[src/rtl/b_dly_ctrl_pkg.sv]
// Shared types and constants for the fine/coarse delay-code controller.
// Latency: n/a (declarations only).
// Backpressure: n/a.
package b_dly_ctrl_pkg;

  typedef enum logic [1:0] {
    IDLE   = 2'd0,
    SLEW   = 2'd1,
    SETTLE = 2'd2
  } state_t;

  // Default geometry of the delay line this controller was built for.
  localparam int FINE_BITS_DEF   = 6;
  localparam int COARSE_BITS_DEF = 3;
  localparam int CW              = FINE_BITS_DEF + COARSE_BITS_DEF;
  localparam int NFINE           = 2 ** FINE_BITS_DEF;
  localparam int NCOARSE         = 2 ** COARSE_BITS_DEF;

  localparam logic MODE_SLEW = 1'b0;
  localparam logic MODE_JUMP = 1'b1;

  // Width of the shared down-counter: must hold max(a, b) - 1.
  function automatic int cnt_width(input int a, input int b);
    int m;
    m = (a > b) ? a : b;
    return (m > 1) ? $clog2(m) : 1;
  endfunction

endpackage

[src/rtl/b_dly_ctrl_fc_code2sel.sv]
// Decodes a delay code into fine thermometer select and coarse one-hot select.
// Latency: combinational; the parent registers the result alongside the code.
// Backpressure: none.
// Ports: code (coarse in upper bits, fine in lower bits) -> sel_fine, sel_coarse.
module b_dly_ctrl_fc_code2sel #(
  parameter int FINE_BITS   = 6,
  parameter int COARSE_BITS = 3
) (
  input  logic [FINE_BITS+COARSE_BITS-1:0] code,
  output logic [2**FINE_BITS-1:0]          sel_fine,
  output logic [2**COARSE_BITS-1:0]        sel_coarse
);

  localparam int CWL = FINE_BITS + COARSE_BITS;

  logic [FINE_BITS-1:0]   fine;
  logic [COARSE_BITS-1:0] coarse;

  assign fine   = code[FINE_BITS-1:0];
  assign coarse = code[CWL-1:FINE_BITS];

  always_comb begin
    sel_fine   = '0;
    sel_coarse = '0;
    // Thermometer: bit i set for every tap below the fine code.
    for (int i = 0; i < 2**FINE_BITS; i++) begin
      sel_fine[i] = (i < int'(fine));
    end
    for (int i = 0; i < 2**COARSE_BITS; i++) begin
      sel_coarse[i] = (i == int'(coarse));
    end
  end

endmodule

[src/rtl/b_dly_ctrl_fc.sv]
// Moves the applied delay code to a requested target (slew or jump), then settles.
// Latency: jump/equal = SETTLE_CYC cycles to o_done; slew = N*STEP_DIV + SETTLE_CYC; +1 per i_hold cycle.
// Backpressure: o_tgt_rdy high only in IDLE; targets offered while busy wait (or are ignored if withdrawn).
// Ports: i_clk/i_rst, target handshake (i_tgt_vld/o_tgt_rdy/i_tgt_code/i_mode), i_hold,
//        o_code plus its decoded selects o_sel_fine/o_sel_coarse, o_busy, o_done.
module b_dly_ctrl_fc
  import b_dly_ctrl_pkg::*;
#(
  parameter int FINE_BITS   = FINE_BITS_DEF,
  parameter int COARSE_BITS = COARSE_BITS_DEF,
  parameter int STEP_DIV    = 4,
  parameter int SETTLE_CYC  = 8
) (
  input  logic                             i_clk,
  input  logic                             i_rst,
  input  logic                             i_tgt_vld,
  output logic                             o_tgt_rdy,
  input  logic [FINE_BITS+COARSE_BITS-1:0] i_tgt_code,
  input  logic                             i_mode,
  input  logic                             i_hold,
  output logic [FINE_BITS+COARSE_BITS-1:0] o_code,
  output logic [2**FINE_BITS-1:0]          o_sel_fine,
  output logic [2**COARSE_BITS-1:0]        o_sel_coarse,
  output logic                             o_busy,
  output logic                             o_done
);

  localparam int L_CW      = FINE_BITS + COARSE_BITS;
  localparam int L_NFINE   = 2 ** FINE_BITS;
  localparam int L_NCOARSE = 2 ** COARSE_BITS;
  localparam int CNT_W     = cnt_width(STEP_DIV, SETTLE_CYC);

  localparam logic [CNT_W-1:0] DIV_LOAD = CNT_W'(STEP_DIV - 1);
  localparam logic [CNT_W-1:0] SET_LOAD = CNT_W'(SETTLE_CYC - 1);

  state_t                 state_q, state_d;
  logic [L_CW-1:0]        code_q, code_d;
  logic [L_CW-1:0]        tgt_q, tgt_d;
  logic [L_CW-1:0]        step_code;
  logic [CNT_W-1:0]       cnt_q, cnt_d;
  logic                   rdy_d, busy_d, done_d;
  logic [L_NFINE-1:0]     sel_fine_d;
  logic [L_NCOARSE-1:0]   sel_coarse_d;

  // One unit toward the target; the code space is linear across coarse
  // boundaries and slewing stops on the target, so no wrap can occur.
  assign step_code = (tgt_q > code_q) ? code_q + L_CW'(1) : code_q - L_CW'(1);

  // State register
  always_ff @(posedge i_clk) begin
    if (i_rst) state_q <= IDLE;
    else       state_q <= state_d;
  end

  // Next-state and datapath next values. One down-counter serves as the
  // step divider in SLEW and the settle timer in SETTLE.
  always_comb begin
    state_d = state_q;
    code_d  = code_q;
    tgt_d   = tgt_q;
    cnt_d   = cnt_q;
    unique case (state_q)
      IDLE: begin
        if (i_tgt_vld) begin
          tgt_d = i_tgt_code;
          if (i_tgt_code == code_q) begin
            state_d = SETTLE;
            cnt_d   = SET_LOAD;
          end else if (i_mode == MODE_JUMP) begin
            code_d  = i_tgt_code;
            state_d = SETTLE;
            cnt_d   = SET_LOAD;
          end else begin
            state_d = SLEW;
            cnt_d   = DIV_LOAD;
          end
        end
      end
      SLEW: begin
        if (!i_hold) begin
          if (cnt_q == '0) begin
            code_d = step_code;
            cnt_d  = DIV_LOAD;
            if (step_code == tgt_q) begin
              state_d = SETTLE;
              cnt_d   = SET_LOAD;
            end
          end else begin
            cnt_d = cnt_q - CNT_W'(1);
          end
        end
      end
      SETTLE: begin
        if (!i_hold) begin
          if (cnt_q == '0) state_d = IDLE;
          else             cnt_d   = cnt_q - CNT_W'(1);
        end
      end
      default: state_d = IDLE;
    endcase
  end

  // Output next values, registered below together with the code.
  always_comb begin
    rdy_d  = (state_d == IDLE);
    busy_d = (state_d != IDLE);
    done_d = (state_q == SETTLE) && (state_d == IDLE);
  end

  // Decode from the next code so the registered selects match o_code.
  b_dly_ctrl_fc_code2sel #(
    .FINE_BITS   (FINE_BITS),
    .COARSE_BITS (COARSE_BITS)
  ) u_dly_code2sel (
    .code       (code_d),
    .sel_fine   (sel_fine_d),
    .sel_coarse (sel_coarse_d)
  );

  always_ff @(posedge i_clk) begin
    if (i_rst) begin
      code_q       <= '0;
      tgt_q        <= '0;
      cnt_q        <= '0;
      o_sel_fine   <= '0;
      o_sel_coarse <= L_NCOARSE'(1);
      o_tgt_rdy    <= 1'b1;
      o_busy       <= 1'b0;
      o_done       <= 1'b0;
    end else begin
      code_q       <= code_d;
      tgt_q        <= tgt_d;
      cnt_q        <= cnt_d;
      o_sel_fine   <= sel_fine_d;
      o_sel_coarse <= sel_coarse_d;
      o_tgt_rdy    <= rdy_d;
      o_busy       <= busy_d;
      o_done       <= done_d;
    end
  end

  assign o_code = code_q;

endmodule

[config.mk]
export PLATFORM = sky130hd
export DESIGN_NAME = b_dly_ctrl_fc
export DESIGN_NICKNAME = d
export VERILOG_FILES = /design/src/rtl/b_dly_ctrl_pkg.sv /design/src/rtl/b_dly_ctrl_fc_code2sel.sv /design/src/rtl/b_dly_ctrl_fc.sv
export SDC_FILE = /design/constraint.sdc
export NUM_CORES = 1
export LEC_CHECK = 0
export CAP_MARGIN = 20
export CORE_ASPECT_RATIO = 0.8
export CORE_MARGIN = 4
export CORE_UTILIZATION = 50
export CTS_CLUSTER_DIAMETER = 120
export DETAILED_ROUTE_END_ITERATION = 7
export GPL_TIMING_DRIVEN = 0
export HOLD_SLACK_MARGIN = 0.05
export PLACE_DENSITY = 0.79
export SLEW_MARGIN = 30
export SYNTH_ARGS = -nofsm -noshare
export SYNTH_HDL_FRONTEND = slang
export SYNTH_SLANG_ARGS = --single-unit
[constraint.sdc]
create_clock -name i_clk -period 5.7 [get_ports i_clk]
set_clock_uncertainty 0.05 [all_clocks]
set_input_delay 1.14 -clock i_clk [delete_from_list [all_inputs] [get_ports i_clk]]
set_output_delay 1.14 -clock i_clk [all_outputs]
set_load 0.1 [all_outputs]
==> reports/results.txt, run 1 <==
postcts setup bufs - 0
mux share of post-synthesis cell area - 0.917%
Cell variety after synth - 68
post-synthesis xor/xnor area fraction - 6.39%
total vias in the final route - 3996
vias in the first global route - 3741
Leak Pwr - 2.28 nW
crit path from - o_code[6]
# diodes - 0
row count - 30
Top FF cell, synth - dfxtp_1
first-pass GRT wire length - 19500 um
critical path arrival - 5.30 ns
fin worst setup slack - 0.601 ns
CP Launch Type - flop
DIE AREA - 10300 um^2
insertion delay to the later sink of the worst-skew pair - 0.37 ns
FF-to-FF Start - o_code[6]
syn_nets - 519
Max Freq - 196 MHz
WP data required - 5.90 ns
Ports - 98
Hold Crit Class - flop to flop
Hold Crit Start - tgt_q[0]
final-report setup violation count - 0
most frequent cells in the layout - dfxtp_1 (96), clkdlybuf4s50_1 (96), a21oi_1 (53), nand2_1 (44), nor2_1 (33)
ys async rst share - 0%
Core ar. - 8480 um^2
Worst-path clk slew - 0.10 ns
Max Fanout on Critical Path - 10
post-route cell area - 5660 um^2
Rel. slew slack - 32.1%
Peak VDD IR - 0.221 mV
antenna violations before repair - 0
grt total ovfl - 0
overall routed net length - 12200 um
fin crit share - 89.5%
DR iter-0 viols - 272
max_cap viols - 0
number of flops mapped to enable cells by yosys - 0
Final Hold Viols - 0
layout cells sized above 1 - 6.26%
hold buffers post-CTS - 0
Total Power - 2.31 mW
Resized Gates After CTS - 0
clock sink total - 96
count of buffers from port buffering - 96
Area Overhead vs Synth - 29.6%
Slew @ Worst Pin - 1.01 ns
Root Driver - clkbuf_8
Die Wd - 113 um
GRT Util Overall - 23.9%
number of synthesized register bits - 96
setup TNS - 0 ns
crit path time final - 5.10 ns
DRT Pass-1 Iters - 5
Starting Density - 51.5%
Die Ht - 91.6 um
fin util - 66.7%
CTS H-Tree Depth - 3
CTS tree - yes
post-synthesis compound-gate area fraction - 20.8%
Final Wtd Congestion - 0.973
mean number of vias per cell - 5.68
warnings from Yosys - 0
Mapped Cells - 479
Post-Place Worst Slack - 0.641 ns
status - completed
crit path capture type - flop
Post-Synth Adder-Cell Area - 7.62%
Clock Path Buffers - 2
drt wl/cell - 17.4 um
remaining routing DRC violations - 0
largest family of logic cells by synthesized area - compound AO/OA/AOI/OAI gates
clock buffer count from CTS - 9
Routed Antenna Nets - 0
register area share after synthesis - 44.0%
# fillers - 713
RSZ-0062 raised after global routing - no
Final #Nets - 626
simple-gate share of the synthesized area - 15.4%
largest net degree at the start of global routing - 19
kind of critical path - flop to flop
Slew Viols, Final - 0
Post-DP Area - 5470 um^2
Netlist Area Pre-Place - 4370 um^2
Post-DP HPWL - 9390 um
Synth Area per Inst - 9.12 um^2
Cell Pwr Density - 407 nW/um^2
cells in the mapped netlist (all sizes together) (2+ instances only):
library cell,count,area [um^2]
dfxtp,96,1920
a21oi,53,265
nand2,44,165
nor2,35,136
inv,27,101
ha,25,313
o21ai,25,125
clkbuf,14,52.6
xor2,13,114
nand3,11,55.1
nor3,11,55.1
xnor2,11,96.3
a211oi,10,75.1
buf,9,52.5
a31oi,7,43.8
nand4,6,37.5
o31ai,6,45.0
a21o,5,37.5
and2,5,31.3
a311oi,4,35.0
mux2i,4,40.0
nor2b,4,25.0
nor3b,4,41.3
a2111oi,3,45.1
a221o,3,30.0
and3b,3,26.3
nor4,3,25.0
or3,3,25.0
a211o,2,17.5
a21boi,2,15.0
a31o,2,17.5
a32o,2,20.0
and3,2,17.5
xnor3,2,45.0
metrics by stage:
stage / std cells / hold slack [ns]
after floorplan: 479 / 0.386
after global routing: 703 / 0.444
after detailed placement: 687 / 0.400
after global placement: 687 / 0.397
after CTS: 703 / 0.415
final: 703 / 0.411
power by group:
| group | total [mW] | switching (mW) | internal [mW] |
|---|---|---|---|
| sequential | 0.766 | 0.0344 | 0.732 |
| combinational | 1.12 | 0.792 | 0.324 |
| clock | 0.424 | 0.254 | 0.170 |
| total | 2.31 | 1.08 | 1.23 |
cell families (layout without fill, tap and decap cells):
logic type	Yosys count	after routing
AO/OA/AOI/OAI	139	139
XOR/XNOR	27	27
adder cells (fa/ha/maj)	26	26
buffers and inverters	51	163
flip-flops	96	96
multiplexers	4	4
other	1	1
AND/OR/NAND/NOR	135	135
state kept, by name (all words and copies together) (netlist names):
name          cells
o_sel_coarse      8
o_busy            1
o_tgt_rdy         1
o_done            1
o_sel_fine       63
tgt_q             9
o_code            8
cnt_q             3
state_q           2
worst max-delay path: stages (launching register included):
cell and delay (ns):
dfxtp_1 0.47, inv_1 0.07, ha_1 0.31, a21o_1 0.18, a21o_1 0.17, a2111oi_0 0.53
a41oi_1 0.20, inv_1 0.37, ha_1 0.31, buf_6 0.14, and3_4 0.15, or2_4 0.27
nor3b_4 0.16, a2111oi_4 0.33, xnor3_1 0.50, or3_4 0.44, a311o_1 0.33
area by class of cell:
cell class	instances	area [um^2]	area share, %
clock buffers	10	128	2.26
flip-flops and latches	96	1920	34.0
plain buffers	23	105	1.86
inverters	28	105	1.86
well taps	112	140	2.48
multi-input cells	332	2240	39.6
repair buffers	96	961	17.0
clock inverters	6	57.6	1.02
final timing paths:
path	endpoint	slack, ns	cells after the start
max	o_tgt_rdy	0.60	16
min	tgt_q[0]	0.41	2
max reg2reg	o_tgt_rdy	0.60	16
min reg2reg	tgt_q[0]	0.41	2
layer usage:
layer | part of all wire [%] | GRT usage (%) | routed length (um)
met4 | 1.7 | 6.01 | 203
met3 | 8.4 | 6.13 | 1020
met5 | 0 | 0 | 0
met2 | 43 | 36.0 | 5270
met1 | 47 | 34.2 | 5710
No activity file was read; power rests on OpenSTA's default activity.
==> run 2: changes to the inputs <==
--- a/config.mk
+++ b/config.mk
@@ -14,6 +14,7 @@
 export GPL_TIMING_DRIVEN = 0
 export HOLD_SLACK_MARGIN = 0.05
 export PLACE_DENSITY = 0.79
+export SETUP_SLACK_MARGIN = 0.02
 export SLEW_MARGIN = 30
 export SYNTH_ARGS = -nofsm -noshare
 export SYNTH_HDL_FRONTEND = slang
==> results of run 2 <==
The final DEF is identical to that of run 1; final timing and power are the same.
==> run 3: changes to the inputs <==
--- a/config.mk
+++ b/config.mk
@@ -12,7 +12,7 @@
 export CTS_CLUSTER_DIAMETER = 120
 export DETAILED_ROUTE_END_ITERATION = 7
 export GPL_TIMING_DRIVEN = 0
-export HOLD_SLACK_MARGIN = 0.05
+export HOLD_SLACK_MARGIN = 0.03
 export PLACE_DENSITY = 0.79
 export SETUP_SLACK_MARGIN = 0.02
 export SLEW_MARGIN = 30
==> results of run 3 <==
The final DEF is identical to that of run 1; final timing and power are the same.
==> RTL change 1: new RTL, config.mk and constraints of run 2 <==
`FINE_BITS_DEF`: 6 -> 7.
--- a/src/rtl/b_dly_ctrl_pkg.sv
+++ b/src/rtl/b_dly_ctrl_pkg.sv
@@ -11,5 +11,5 @@
 
   // Default geometry of the delay line this controller was built for.
-  localparam int FINE_BITS_DEF   = 6;
+  localparam int FINE_BITS_DEF   = 7;
   localparam int COARSE_BITS_DEF = 3;
   localparam int CW              = FINE_BITS_DEF + COARSE_BITS_DEF;
Interface: changed (resized i_tgt_code, o_code and o_sel_fine); port bits go from 98 to 164. The function was not compared with the original's and may differ.
==> RTL change 1 against run 2 <==
  * Final area is 55% higher
  * Wire length is 65% higher
  * Setup slack lost 0.19 ns
  * Critical endpoint is now o_sel_fine[67]$_SDFF_PP0_
  * Synthesized area increased by 44%
  * Sequential cell count increased by 66
  * Non-clock buffer count up 83
  * First-iteration DRC count is 88% higher
  * Via count is 44% higher
  * Total power grew 83%
==> RTL change 1: results (changes against run 2) <==
Placed Cells=991 (was 687); Worst EP arrival=5.52 ns (was 5.30 ns); Fill cells=910 (was 713); Port Buffers=162 (was 96); minimum setup slack among reg-to-reg paths=0.41 ns (was 0.60 ns); post-synthesis sequential area ratio=51.63% (was 44.00%); max reg flops=127 (was 63); Hold Worst Slack=0.4186 ns (was 0.4115 ns); top-area cell type share of the netlist area=51.63% (was 44.00%); reg2reg start=o_code[9]$_SDFF_PP0_ (was o_code[6]$_SDFF_PP0_); layout cells sized above 1=9.335% (was 6.261%); Post-Place Setup Slack=0.3586 ns (was 0.6410 ns); largest net degree at the start of global routing=17 (was 19); GR Util All Layers=27.56% (was 23.91%); Slew HR=29.52% (was 32.15%); delay of the slowest critical-path stage=0.75 ns (was 0.53 ns); M1 WL=9040 um (was 5707 um); combinational power share=42.1% (was 48.4%); met3 wire len=1724 um (was 1023 um); Post-Syn Nets=700 (was 519); worst skew pair latency=0.42 ns (was 0.37 ns); root buffer cell=clkbuf_16 (was clkbuf_8); Num CTS Buffers=17 (was 9); FF-to-FF End=o_sel_fine[67]$_SDFF_PP0_ (was o_tgt_rdy$_SDFF_PP1_); synth top area cells=dfxtp_1, a21oi_1, ha_1, nand2_1, o21ai_0 (was dfxtp_1, ha_1, a21oi_1, nand2_1, nor2_1); WL final=20,140 um (was 12,200 um); Via density=5.582 (was 5.684); number of global-route vias before repair=5,536 (was 3,741); Netlist cell types=73 (was 68); setup ws final=0.4124 ns (was 0.6007 ns); final net count=886 (was 626); Final Core Density=71.59% (was 66.71%); met2 routed WL=9068 um (was 5266 um); post-DP HPWL=14,930 um (was 9386 um); drt pass-1 iters=4 (was 5); vias=5,738 (was 3,996); sequential fraction of design power=30.7% (was 33.2%); syn_area_per_cell=9.546 um^2 (was 9.119 um^2); clk slew on worst S/H paths=0.07 ns (was 0.10 ns); Leakage Power=3.633 nW (was 2.279 nW); worst vdd ir=0.4504 mV (was 0.2211 mV); status=complete, no violations (unchanged); CTS H-tree depth=4 (was 3)
## RTL change 1: cell types whose count changed after synthesis, moves of 6 or more
cell / change
clkbuf_1: +7
a31oi_1: +11
a21oi_1: +36
o21ai_0: +14
inv_1: +8
buf_2: +6
dfxtp_1: +66
a211oi_1: -7
nor2_1: +14
nand2_1: +11
## RTL change 1: layout make-up
cell class              instances  share of cell area, %
multi-input cells             426                  31.54
inverters                      35                  1.498
well taps                     171                  2.439
clock inverters                14                  1.912
clock buffers                  18                  4.893
repair buffers                167                  18.89
flip-flops and latches        162                  36.98
plain buffers                  35                  1.854
## RTL change 1: tightest hold or removal path: stages (launching register included)
cell and delay, ns:
dfxtp_1 0.31, nand2_1 0.05, a21oi_1 0.05
## RTL change 1: cell families after synthesis
logic type      after synthesis  share of synthesized area, %
compound gates              199                         19.66
xor+xnor                     29                         4.283
fa+ha+maj                    27                         5.498
buf+inv                      70                         4.661
flops                       162                         51.63
mux                           8                         1.355
other cells                   1                       0.05970
simple gates                162                         12.85
==> RTL change 2: new RTL, settings of run 2 <==
Without the edit above. Make the reset (`i_rst`) asynchronous in 2 clocked blocks.
--- a/src/rtl/b_dly_ctrl_fc.sv
+++ b/src/rtl/b_dly_ctrl_fc.sv
@@ -48,5 +48,5 @@
 
   // State register
-  always_ff @(posedge i_clk) begin
+  always_ff @(posedge i_clk or posedge i_rst) begin
     if (i_rst) state_q <= IDLE;
     else       state_q <= state_d;
@@ -118,5 +118,5 @@
   );
 
-  always_ff @(posedge i_clk) begin
+  always_ff @(posedge i_clk or posedge i_rst) begin
     if (i_rst) begin
       code_q       <= '0;
Behaviour: differs if i_rst is asserted again (counterexample within 4 cycles, from zero or initial values and one cycle with i_rst high); with i_rst held inactive, the same outputs for 10 cycles.
==> RTL change 2 against run 2 <==
  * Wire length is 5.0% lower
  * Final cell count fell by 5.5%
  * Count of clock-buffer cells in the layout decreased by 1
  * Critical path type unchanged
  * Final area increased by 7.3%
  * Largest cell class is now registers
  * Synthesized area is 6.1% higher
  * Sequential cell count unchanged
  * Utilization is 0.49 points higher
  * Setup slack improved by 0.43 ns
  * Via count is 7.2% lower
  * Maximum frequency up 9.1%
  * Global-route usage down 1.8 points
  * Critical endpoint is now cnt_q[2]$_DFFE_PP0P_
Power is left out: the tool's default activity adds up to more than one toggle a clock period on the data nets, which glitch-free logic cannot reach.
==> RTL change 2: results (changes against run 2) <==
first-pass GRT wire length=18,580 um (was 19,520 um); area share of fa/ha/maj cells after synthesis=6.643% (was 7.620%); multiplexer share of the synthesized area=4.051% (was 0.9166%); layout cells sized above 1=10.93% (was 6.261%); GR Util All Layers=22.16% (was 23.91%); root buffer cell=clkbuf_16 (was clkbuf_8); dpl cell area=5771 um^2 (was 5474 um^2); number of global-route vias before repair=3,605 (was 3,741); Least-Margin Pin Slew=1.011 ns (was 1.015 ns); Worst Hold Class=reg -> reg (unchanged); grt ovf=0 (unchanged); Post-Syn Nets=473 (was 519); GPL Wtd Cong=0.9371 (was 0.9725); CTS max path bufs=2 (unchanged); CTS H-tree depth=3 (unchanged); prevailing post-synth register cell=dfrtp_1 (was dfxtp_1); n_diodes=0 (unchanged); Biggest register=o_sel_fine (unchanged); worst skew pair latency=0.35 ns (was 0.37 ns); Worst EP arrival=4.86 ns (was 5.30 ns); post-synthesis sequential area ratio=51.90% (was 44.00%); Iter 0 DRT Violations=336 (was 272); Post-Place Setup Slack=0.9322 ns (was 0.6410 ns); post-DP HPWL=8555 um (was 9386 um); crit share post-route=81.99% (was 89.46%); Via density=5.584 (was 5.684); Synth Warn #=0 (unchanged); initial antenna violation count=0 (unchanged); setup bufs post-CTS=0 (unchanged); hold_sp=tgt_q[0]$_DFFE_PP0P_ (was tgt_q[0]$_SDFFE_PP0P_); final net count=582 (was 626); Netlist cell types=62 (was 68); asr flop ratio synth=100.0% (was 0%); drt pass-1 iters=5 (unchanged); synth top area cells=dfrtp_1, ha_1, nand2_1, nor2_1, mux2_2 (was dfxtp_1, ha_1, a21oi_1, nand2_1, nor2_1); clk slew on worst S/H paths=0.07 ns (was 0.10 ns); minimum setup slack among reg-to-reg paths=1.03 ns (was 0.60 ns); list of most frequent post-synthesis cells=dfrtp_1, nand2_1, nor2_1 (was dfxtp_1, a21oi_1, nand2_1); crit path launch=o_code[6]$_DFF_PP0_ (was o_code[6]$_SDFF_PP0_); Fill cells=686 (was 713); largest net degree at the start of global routing=76 (was 19); status=complete, no violations (unchanged); Post-Synth XOR/XNOR Area=5.401% (was 6.388%); WL final=11,600 um (was 12,200 um); max reg flops=62 (was 63); crit path max fanout=8 (was 10); post-synthesis compound-gate area fraction=14.42% (was 20.80%)
## RTL change 2: cell types whose count changed after synthesis, sizes merged, moves of 4 or more
cell    delta
buf        -4
nor3       -6
nor2      +14
xnor2      -7
nand3      -6
a311oi     -4
a211oi     -7
mux2      +14
clkbuf     -5
dfxtp     -96
dfrtp     +94
a21oi     -24
## RTL change 2: cell type report
class | instances | area share, %
well taps | 115 | 2.369
clock buffers | 9 | 3.708
repair buffers | 98 | 16.36
flip-flops and latches | 96 | 39.60
inverters | 30 | 1.937
multi-input cells | 295 | 33.75
plain buffers | 14 | 1.092
clock inverters | 7 | 1.195
## RTL change 2: cells by family (layout without fill, tap and decap cells)
| group | Yosys count | count (layout) |
|---|---|---|
| other cells | 1 | 1 |
| fa+ha+maj | 24 | 24 |
| xor+xnor | 22 | 22 |
| buf+inv | 44 | 158 |
| compound gates | 99 | 99 |
| flops | 96 | 96 |
| simple gates | 132 | 132 |
| mux | 17 | 17 |
## RTL change 2: worst max-delay path, cell delays in order, from the launching register on
cell and delay (ns):
dfrtp_1 0.50, inv_1 0.08, ha_1 0.31, a211oi_1 0.24, nor2_1 0.08, o41a_1 0.48
inv_1 0.25, ha_1 0.32, xor2_1 0.34, xnor2_1 0.14, nor4b_1 0.35, mux2i_1 0.18
nor4_2 0.53, nand4b_1 0.16, o211a_1 0.26, o41ai_2 0.29
## RTL change 2: final timing paths
kind	to	cells after the start
worst max-delay path	cnt_q[2]$_DFFE_PP0P_	15
worst min-delay path	tgt_q[0]$_DFFE_PP0P_	1
max in group asynchronous	o_sel_coarse[0]$_DFF_PP1_	3
worst min register to register	tgt_q[0]$_DFFE_PP0P_	1
worst max register to register	cnt_q[2]$_DFFE_PP0P_	15
min in group asynchronous	o_sel_fine[0]$_DFF_PP0_	2
## RTL change 2: metal layers
layer / vias to the layer above / share of wire (%) / GRT usage, %
met2: 178 / 47 / 33.48
met4: 0 / 1.6 / 7.053
met3: 15 / 8.8 / 5.023
met1: 1800 / 43 / 31.86
li1: 1715 / - / -
met5: - / 0 / 0
## RTL change 2: stage by stage
step                utilization, %  std cells  hold slack (ns)
floorplan                        -        435           0.4294
global placement             63.49        646           0.4458
detailed placement           63.85        647           0.4499
CTS                          67.15        663           0.4651
global route                 67.20        664           0.4919
finish                       67.20        664           0.4689
